===== src/rtl/settle_pkg.sv =====
// settle_pkg: shared types and constants for the settlement unit.
// Holds the FSM state enum, coin values and the credit ceiling.
package settle_pkg;

    typedef enum logic [1:0] {
        S_IDLE,
        S_COLLECT,
        S_DONE,
        S_REFUND
    } state_t;

    localparam logic [4:0] COIN1_VAL  = 5'd1;
    localparam logic [4:0] COIN5_VAL  = 5'd5;
    localparam logic [4:0] COIN10_VAL = 5'd10;

    localparam logic [5:0] CREDIT_MAX = 6'd63;

endpackage


===== src/rtl/settle_seg_scan.sv =====
// settle_seg_scan: multiplexed 4-digit display of remaining and credit.
// Ports: clk, reset (sync, high); active enables the display;
//   remain/credit are 6-bit binary values shown in decimal;
//   show = active-low segments (dp,g,f,e,d,c,b,a), en = active-low digits.
import settle_pkg::*;

module settle_seg_scan #(
    parameter int DIGIT_CYCLES = 10000
) (
    input  logic       clk,
    input  logic       reset,
    input  logic       active,
    input  logic [5:0] remain,
    input  logic [5:0] credit,
    output logic [7:0] show,
    output logic [7:0] en
);

    localparam int CW = (DIGIT_CYCLES > 1) ? $clog2(DIGIT_CYCLES) : 1;

    logic [CW-1:0] cnt_q;
    logic [1:0]    idx_q;
    logic [5:0]    r_ten, r_one, c_ten, c_one, dig;

    function automatic logic [5:0] tens_of(input logic [5:0] v);
        tens_of = 6'd0;
        for (int i = 1; i <= 6; i++) begin
            if (v >= 6'(10 * i)) tens_of = 6'(i);
        end
    endfunction

    function automatic logic [7:0] seg_of(input logic [5:0] d);
        unique case (d)
            6'd0:    seg_of = 8'hC0;
            6'd1:    seg_of = 8'hF9;
            6'd2:    seg_of = 8'hA4;
            6'd3:    seg_of = 8'hB0;
            6'd4:    seg_of = 8'h99;
            6'd5:    seg_of = 8'h92;
            6'd6:    seg_of = 8'h82;
            6'd7:    seg_of = 8'hF8;
            6'd8:    seg_of = 8'h80;
            6'd9:    seg_of = 8'h90;
            default: seg_of = 8'hFF;
        endcase
    endfunction

    always_ff @(posedge clk) begin
        if (reset) begin
            cnt_q <= '0;
            idx_q <= '0;
        end else if (cnt_q == CW'(DIGIT_CYCLES - 1)) begin
            cnt_q <= '0;
            idx_q <= idx_q + 2'd1;
        end else begin
            cnt_q <= cnt_q + CW'(1);
        end
    end

    always_comb begin
        r_ten = tens_of(remain);
        r_one = remain - r_ten * 6'd10;
        c_ten = tens_of(credit);
        c_one = credit - c_ten * 6'd10;
        dig   = '0;
        unique case (idx_q)
            2'd0:    dig = r_one;
            2'd1:    dig = r_ten;
            2'd2:    dig = c_one;
            default: dig = c_ten;
        endcase
        show = 8'hFF;
        en   = 8'hFF;
        if (active) begin
            show = seg_of(dig);
            en   = ~(8'h01 << idx_q);
        end
    end

endmodule


===== src/rtl/settle_unit.sv =====
// settle_unit: coin settlement FSM for a charging post, with display.
// Ports: clk, reset (sync, high); fin/charge open a settlement;
//   coin1/coin5/coin10/abort are level inputs counted on rising edges;
//   paid/refund pulse once, change holds the coins to return,
//   busy marks an open settlement, show/en drive the display.
// Build option: SETTLE_TIMEOUT_EN adds the idle-coin timeout.
import settle_pkg::*;

module settle_unit #(
    parameter int DIGIT_CYCLES   = 10000,
    parameter int TIMEOUT_CYCLES = 1000000
) (
    input  logic       clk,
    input  logic       reset,
    input  logic       fin,
    input  logic [3:0] charge,
    input  logic       coin1,
    input  logic       coin5,
    input  logic       coin10,
    input  logic       abort,
    output logic       paid,
    output logic       refund,
    output logic [5:0] change,
    output logic       busy,
    output logic [7:0] show,
    output logic [7:0] en
);

    state_t     state_q, state_d;
    logic [4:0] raw, in_q, in_p, rise;
    logic       armed;
    logic [3:0] charge_q, due_q, due_d;
    logic [5:0] credit_q, credit_d, change_q, change_d;
    logic [5:0] credit_add, remain;
    logic [6:0] credit_sum;
    logic [4:0] coin_sum;
    logic       coin_any, timeout;

    assign raw = {abort, coin10, coin5, coin1, fin};

    // For the first cycle after reset the history register copies the
    // live input, so a level already high at release is not an edge.
    always_ff @(posedge clk) begin
        if (reset) begin
            in_q     <= '0;
            in_p     <= '0;
            armed    <= 1'b0;
            charge_q <= '0;
        end else begin
            in_q     <= raw;
            in_p     <= armed ? in_q : raw;
            armed    <= 1'b1;
            charge_q <= charge;
        end
    end

    assign rise     = in_q & ~in_p;
    assign coin_any = |rise[3:1];
    assign coin_sum = ({5{rise[1]}} & COIN1_VAL)
                    + ({5{rise[2]}} & COIN5_VAL)
                    + ({5{rise[3]}} & COIN10_VAL);
    assign credit_sum = {1'b0, credit_q} + {2'b00, coin_sum};
    assign credit_add = (credit_sum > {1'b0, CREDIT_MAX})
                      ? CREDIT_MAX : credit_sum[5:0];
    assign remain = (credit_q >= {2'b00, due_q})
                  ? 6'd0 : {2'b00, due_q} - credit_q;

`ifdef SETTLE_TIMEOUT_EN
    localparam int TW = $clog2(TIMEOUT_CYCLES + 1);
    logic [TW-1:0] tmr_q;

    // tmr_q counts cycles since the last coin edge (1 the cycle after),
    // so refund lands TIMEOUT_CYCLES cycles after that edge.
    always_ff @(posedge clk) begin
        if (reset || state_q != S_COLLECT) begin
            tmr_q <= '0;
        end else if (coin_any) begin
            tmr_q <= TW'(1);
        end else begin
            tmr_q <= tmr_q + TW'(1);
        end
    end

    assign timeout = (state_q == S_COLLECT) && !coin_any
                  && (tmr_q == TW'(TIMEOUT_CYCLES - 1));
`else
    // The limit has no effect unless the timeout build is selected.
    logic unused_timeout;
    assign unused_timeout = ^TIMEOUT_CYCLES;
    assign timeout = 1'b0;
`endif

    always_ff @(posedge clk) begin
        if (reset) begin
            state_q  <= S_IDLE;
            due_q    <= '0;
            credit_q <= '0;
            change_q <= '0;
        end else begin
            state_q  <= state_d;
            due_q    <= due_d;
            credit_q <= credit_d;
            change_q <= change_d;
        end
    end

    // change is loaded on the way into DONE/REFUND so it is already
    // valid in the cycle the paid/refund pulse is high.
    always_comb begin
        state_d  = state_q;
        due_d    = due_q;
        credit_d = credit_q;
        change_d = change_q;
        unique case (state_q)
            S_IDLE: begin
                if (rise[0]) begin
                    state_d  = S_COLLECT;
                    due_d    = charge_q;
                    credit_d = '0;
                    change_d = '0;
                end
            end
            S_COLLECT: begin
                if (rise[4]) begin
                    state_d  = S_REFUND;
                    change_d = credit_q;
                end else if (credit_q >= {2'b00, due_q}) begin
                    state_d  = S_DONE;
                    change_d = credit_q - {2'b00, due_q};
                end else if (timeout) begin
                    state_d  = S_REFUND;
                    change_d = credit_q;
                end else begin
                    credit_d = credit_add;
                end
            end
            default: state_d = S_IDLE;
        endcase
    end

    assign paid   = (state_q == S_DONE);
    assign refund = (state_q == S_REFUND);
    assign busy   = (state_q == S_COLLECT);
    assign change = change_q;

    settle_seg_scan #(
        .DIGIT_CYCLES(DIGIT_CYCLES)
    ) u_scan (
        .clk   (clk),
        .reset (reset),
        .active(state_q != S_IDLE),
        .remain(remain),
        .credit(credit_q),
        .show  (show),
        .en    (en)
    );

endmodule

===== config.mk =====
export PLATFORM = sky130hd
export DESIGN_NAME = settle_unit
export DESIGN_NICKNAME = d
export VERILOG_FILES = /design/src/rtl/settle_pkg.sv /design/src/rtl/settle_seg_scan.sv /design/src/rtl/settle_unit.sv
export SDC_FILE = /design/constraint.sdc
export NUM_CORES = 1
export LEC_CHECK = 0
export CORE_ASPECT_RATIO = 0.6
export CORE_MARGIN = 1
export CORE_UTILIZATION = 30
export CTS_BUF_LIST = sky130_fd_sc_hd__clkbuf_16
export DETAILED_ROUTE_END_ITERATION = 6
export PLACE_DENSITY = 0.54
export REMOVE_ABC_BUFFERS = 1
export SETUP_SLACK_MARGIN = 0.5
export SYNTH_ARGS = -nofsm -noshare
export SYNTH_HDL_FRONTEND = slang
export SYNTH_SLANG_ARGS = --single-unit

===== constraint.sdc =====
create_clock -name clk -period 8.3 [get_ports clk]
set_input_delay 1.245 -clock clk [delete_from_list [all_inputs] [get_ports clk]]
set_output_delay 1.245 -clock clk [all_outputs]
set_load 0.05 [all_outputs]

==> results of run 1 <==
[layout make-up]
cell class,count,area [µm²],share of cell area
inverter,33,124,0.0298
tap,160,200,0.0482
clock inverter,3,21.3,0.00512
timing repair buffer,31,308,0.0741
sequential,49,981,0.236
clock buffer,5,125,0.0301
multi-input combinational,344,2400,0.577
[logic make-up after synthesis]
family / synth area share
other: 0.00104
XOR/XNOR: 0.0653
multiplexers: 0.0425
adder cells (fa/ha/maj): 0.144
AO/OA/AOI/OAI: 0.181
flip-flops: 0.271
AND/OR/NAND/NOR: 0.224
buffers and inverters: 0.0715
[registers in the layout, indices dropped and copies added (netlist names)]
name,count
u_scan.cnt_q,14
change,6
credit_q,6
in_p,5
in_q,5
charge_q,4
due_q,4
state_q,2
u_scan.idx_q,2
armed,1
[metal layers]
metal | up-vias | GRT usage
met4 | 0 | 0.0261
met5 | - | 0
met2 | 72 | 0.196
met3 | 7 | 0.0363
met1 | 1419 | 0.215
li1 | 1575 | -
[per-stage QoR]
step / setup WS (ps) / std cells / total power [mW]
after floorplan: 2370 / 426 / 0.303
after detailed placement: 1810 / 617 / 0.328
final: 1440 / 625 / 0.526
after CTS: 1480 / 625 / 0.529
after global routing: 1000 / 625 / 0.550
after global placement: 1820 / 617 / 0.327
[power breakdown]
part           internal [mW]  switching (mW)
combinational         0.0277          0.0484
sequential             0.242         0.00446
clock                  0.112          0.0921
[path summary, 6_finish.rpt]
path                       startpoint                     end  slack [ps]  cells after the start
max reg2reg  credit_q[3]$_SDFFE_PP0P_  change[0]$_SDFFE_PP0P_        4670                      8
min            change[4]$_SDFFE_PP0P_  change[4]$_SDFFE_PP0P_         460                      2
min reg2reg    change[4]$_SDFFE_PP0P_  change[4]$_SDFFE_PP0P_         460                      2
max          credit_q[2]$_SDFFE_PP0P_                 show[3]        1440                     16
[worst reg2reg max path, cell delays in order (launching register included)]
cell,delay (ps)
dfxtp_1,710
ha_1,640
and4_1,390
a211o_1,340
nor3_1,210
or3_1,540
a2111oi_0,560
a21oi_1,80
nor2_1,100
[placed cells by master, fill, tap and decap left out, types with 4 or more instances in the layout]
cell             count
nor2_1              58
nor3_1               7
o22ai_1              4
a31oi_1              9
a21oi_1             23
clkbuf_16            5
nand2_1             30
o21ai_0             22
fa_1                 6
mux2i_1             12
xor2_1              10
nand2b_1             6
clkdlybuf4s50_1     30
nor2b_1             18
inv_1               33
a211oi_1             4
a21o_1               8
nand3_1              7
nand4_1              7
dfxtp_1             49
ha_1                32
a2111oi_0            4
and3_1               4
conb_1               5
xnor2_1             17
==> results.tsv, run 1 <==
stage	metric	value	unit
clock_network	H-tree lvl count	2	
synthesis	ys async rst share	0	
route	Routed WL per cell	13.3	µm
clock_network	hold buffer count at cts	0	
finish	Area growth syn-to-layout	14.7	%
synthesis	register area share after synthesis	0.271	
route	post-route ant nets	0	
finish	ant diodes	0	
synthesis	Ys Warns	0	
timing	Final Hold Fails	0	
worst_hold_path	Hold Crit Class	register to register	
route	drc violations	0	
route	initial DRC count	252	
route	metal2 WL	3330	µm
die	die area	0.0125	mm²
synthesis	post-synth top area share	0.271	
timing	RSZ-0062 raised after global routing	false	
synthesis	Mapped Cells	449	
synthesis	Cell Area, Synth	0.00362	mm²
power_and_ir_drop	Pleak	1.64	nW
critical_path	Critical Path Slowest Stage Cell	clkdlybuf4s50_1	
critical_path	crit-path max FO	12	
job	maxcap violations	0	
synthesis	top post-synthesis cells by count	58 x nor2_1, 49 x dfxtp_1, 33 x inv_1	
critical_path	slowest stage delay, CP	710	ps
critical_path	kind of critical path	register to output port	
timing	TNS Setup	0	ps
route	DR vias	3073	
clock_network	clock latency at the later pin of the worst-skew pair	300	ps
finish	fillers	1207	
die	Core Area	0.0115	mm²
clock_network	CTS Buf Count	5	
grt	grt ovf	0	
synthesis	synthesized area per cell	8.07	µm²
route	M1 WL	4500	µm
critical_path	CP delay by family, top	compound AO/OA/AOI/OAI gates	
critical_path	worst-path cell chain	inv_1 > ha_1 > or2_2 > o22a_1 > o211a_1 > o31ai_1 > nand2_1 > ha_1 > inv_1 > fa_1 > a221oi_1 > a22o_1 > mux2_2 > a21oi_1 > o21ai_0 > clkdlybuf4s50_1	
finish	layout cells sized above 1	0.0409	
synthesis	post-synth top area cell	dfxtp_1	
clock_network	postcts setup bufs	0	
synthesis	Primary FF master, synth	dfxtp_1	
clock_network	CTS tree	done	
route	via/cell ratio	4.92	
die	# rows	30	
clock_network	post-cts resize count	0	
timing	fin. max-slew vios	0	
timing	count of final setup violators	0	
place	Placer Congestion	0.822	
timing	Slew @ Worst Pin	747	ps
place	Detail Placement HPWL	6400	µm
route	DRT Pass-1 Iters	4	
timing	Post-Route Skew	12.2	ps
synthesis	most frequent cell after synthesis	nor2_1	
power_and_ir_drop	PD cells	127	mW/mm²
clock_network	CTS max path bufs	2	
grt	number of global-route vias before repair	2782	
place	Placement Cell Area	0.00401	mm²
synthesis	Yosys cell types	58	
route	Highest Signal Layer	met4	
clock_network	clk slew on worst S/H paths	80	ps
die	I/O pin cnt	36	
critical_path	Buf/Inv on CP	3	
grt	total global-route track usage	0.141	
grt	largest net degree at the start of global routing	34	
clock_network	# clock sinks	49	
power_and_ir_drop	Peak VDD IR	0.0000766	V
grt	antenna violations before repair	0	
timing	Final min period	6860	ps
synthesis	Post-synth EDFFs	0	
die	Die Height	87.1	µm
critical_path	Worst Path Arrival	5610	ps
finish	final core utilization	0.361	
critical_path	Worst Path Required	7050	ps
route	DRT Wirelength	8340	µm
critical_path	Critical Path End Type	output port	
critical_path	Worst Setup Start Kind	register	
finish	Final Cell Area	0.00416	mm²
run_status	status	completed	
timing	Fin Hold WS	464	ps
die	Die X	144	µm
timing	Tcrit/Tclk final	0.826	
timing	Slew HR	0.499	
synthesis	FF+latch count, synth	49	
synthesis	Area contributors post-synth	dfxtp_1 27%, ha_1 11%, nor2_1 6.0%	
clock_network	root buffer cell	clkbuf_16	
grt	first-pass GRT wire length	13700	µm
timing	fmax	0.146	GHz
route	met3 routed WL	457	µm
finish	Final #Nets	513	
die	initial core utilization	0.314	
place	PortBufs	30	
(Power assumes the default switching activity.)
==> inputs of run 2 (changes only) <==
- PLACE_DENSITY: 0.54 -> 0.56
- clock period: 8.3 -> 6.2 ns (I/O delays scaled with it)
==> results.tsv, run 2 (synthesis results as in run 1) <==
stage	metric	value	unit
critical_path	crit-path max FO	6	
timing	fin. max-slew vios	0	
critical_path	kind of critical path	register to output port	
critical_path	Critical Path End Type	output port	
finish	Area growth syn-to-layout	20.9	%
finish	Final Cell Area	0.00438	mm²
power_and_ir_drop	PD cells	162	mW/mm²
finish	Biggest register	u_scan.cnt_q	
critical_path	worst-path cell chain	inv_1 > ha_1 > inv_1 > fa_2 > xor2_2 > o21bai_2 > nor4b_2 > o21ai_0 > nand2_1 > ha_1 > inv_1 > fa_1 > and3_1 > a221oi_2 > nand4_1 > nor4b_4 > o22ai_1 > clkdlybuf4s15_2	
timing	RSZ-0062 raised after global routing	false	
route	initial DRC count	228	
finish	ant diodes	0	
power_and_ir_drop	Peak VDD IR	0.000152	V
timing	TNS Setup	0	ps
finish	area occupied by multi-input gates	0.00249	mm²
place	Placement Cell Area	0.00407	mm²
clock_network	clock latency at the later pin of the worst-skew pair	290	ps
critical_path	Critical Path Slowest Stage Cell	fa_2	
clock_network	root buffer cell	clkbuf_16	
route	DRT Pass-1 Iters	5	
clock_network	CTS max path bufs	2	
place	Detail Placement HPWL	6590	µm
critical_path	Worst Setup Start Kind	register	
timing	fmax	0.183	GHz
finish	most common cell after layout, fill and taps aside	nor2_1	
critical_path	Worst Path Arrival	4520	ps
die	die area	0.0125	mm²
die	# rows	30	
timing	Final Hold Fails	0	
critical_path	CP delay by family, top	simple AND/OR/NAND/NOR gates	
clock_network	H-tree lvl count	2	
die	Die Height	87.1	µm
timing	Final min period	5450	ps
timing	min setup slack post-route	750	ps
timing	Slew @ Worst Pin	746	ps
grt	first-pass GRT wire length	14100	µm
finish	Final #Nets	532	
power_and_ir_drop	Pleak	1.73	nW
clock_network	clk slew on worst S/H paths	70	ps
route	DRT Wirelength	8790	µm
run_status	status	completed	
finish	fillers	1152	
grt	total global-route track usage	0.143	
route	post-route ant nets	0	
grt	largest net degree at the start of global routing	34	
finish	commonest cells after routing, fill and taps aside	58 x nor2_1, 45 x dfxtp_1, 33 x inv_1	
clock_network	CTS Buf Count	5	
finish	Reg area	991	µm²
grt	grt ovf	0	
die	Core Area	0.0115	mm²
place	PortBufs	30	
critical_path	Buf/Inv on CP	4	
route	drc violations	0	
critical_path	Most common cell on crit path	inv_1	
job	maxcap violations	0	
timing	Slew HR	0.490	
die	initial core utilization	0.314	
die	I/O pin cnt	36	
route	Routed WL per cell	13.6	µm
timing	Post-Route Skew	5.69	ps
die	Die X	144	µm
finish	layout cells sized above 1	0.130	
route	DR vias	3228	
grt	antenna violations before repair	0	
route	via/cell ratio	5.01	
place	Placer Congestion	0.857	
timing	count of final setup violators	0	
clock_network	hold buffer count at cts	0	
critical_path	slowest stage delay, CP	490	ps
clock_network	# clock sinks	49	
place	Setup Slack @ Placement	195	ps
worst_hold_path	Hold Crit Class	register to register	
timing	Tcrit/Tclk final	0.879	
critical_path	Worst Path Required	5270	ps
grt	number of global-route vias before repair	2896	
finish	max FFs per register	14	
clock_network	CTS tree	done	
==> run 2: cell types whose count changed in the layout (fill, tap and decap cells not counted), moves of 2 or more <==
cell,previous run,this run
dfxtp_1,49,45
clkinvlp_4,1,3
nor4_1,2,0
fa_1,6,4
dfxtp_2,0,2
clkdlybuf4s50_1,30,23
nor4_2,0,2
buf_2,0,5
dfxtp_4,0,2
fa_2,0,2
buf_4,1,21
==> run 2: area by class of cell <==
class	instances	area share
clock inverters	3	0.00514
well taps	160	0.0457
inverters	33	0.0283
repair buffers	50	0.0969
multi-input cells	344	0.569
clock buffers	5	0.0286
flip-flops and latches	49	0.226
==> run 2: final timing paths <==
| path | cells past startpoint | slack (ps) | start | endpoint |
|---|---|---|---|---|
| max | 18 | 750 | due_q[0]$_SDFFE_PP0P_ | show[4] |
| min | 1 | 460 | u_scan.cnt_q[0]$_SDFF_PP0_ | u_scan.cnt_q[0]$_SDFF_PP0_ |
| max reg2reg | 9 | 2870 | credit_q[2]$_SDFFE_PP0P_ | change[0]$_SDFFE_PP0P_ |
| min reg2reg | 1 | 460 | u_scan.cnt_q[0]$_SDFF_PP0_ | u_scan.cnt_q[0]$_SDFF_PP0_ |
==> run 2: worst register-to-register path: stages, from the launching register on <==
cell and delay [ps]:
dfxtp_1 310, buf_4 190, ha_4 390, and4_1 320, a211o_1 370, nor3_1 210
or3_1 540, a2111oi_0 730, a21oi_1 80, nor2_1 130
==> run 2: stage by stage <==
stage | hold slack [ps] | std cells | utilization | power (mW)
6_report | 464 | 644 | 0.380 | 0.708
5_1_grt | 488 | 644 | 0.380 | 0.742
4_1_cts | 472 | 634 | 0.370 | 0.713
3_5_place_dp | 453 | 625 | 0.353 | 0.439
3_3_place_gp | 447 | 625 | 0.353 | 0.438
2_1_floorplan | 430 | 426 | - | 0.405
==> run 2: routing by layer <==
metal / track usage / wire length, µm
met1: 0.212 / 4540
met2: 0.203 / 3660
met3: 0.0379 / 523
met4: 0.0280 / 58
met5: 0 / 0
==> run 2: power breakdown <==
group | internal, mW | switching, mW | total (mW)
Clock | 0.149 | 0.123 | 0.272
Sequential | 0.323 | 0.00579 | 0.328
Combinational | 0.0398 | 0.0671 | 0.107
Total | 0.512 | 0.196 | 0.708
==> run 2: what timing repair did <==
item / CTS / global route
resized for setup: 32 / 32
pin swaps: 1 / 12
setup endpoints to repair: 7 / 7
buffers inserted: 1 / 10
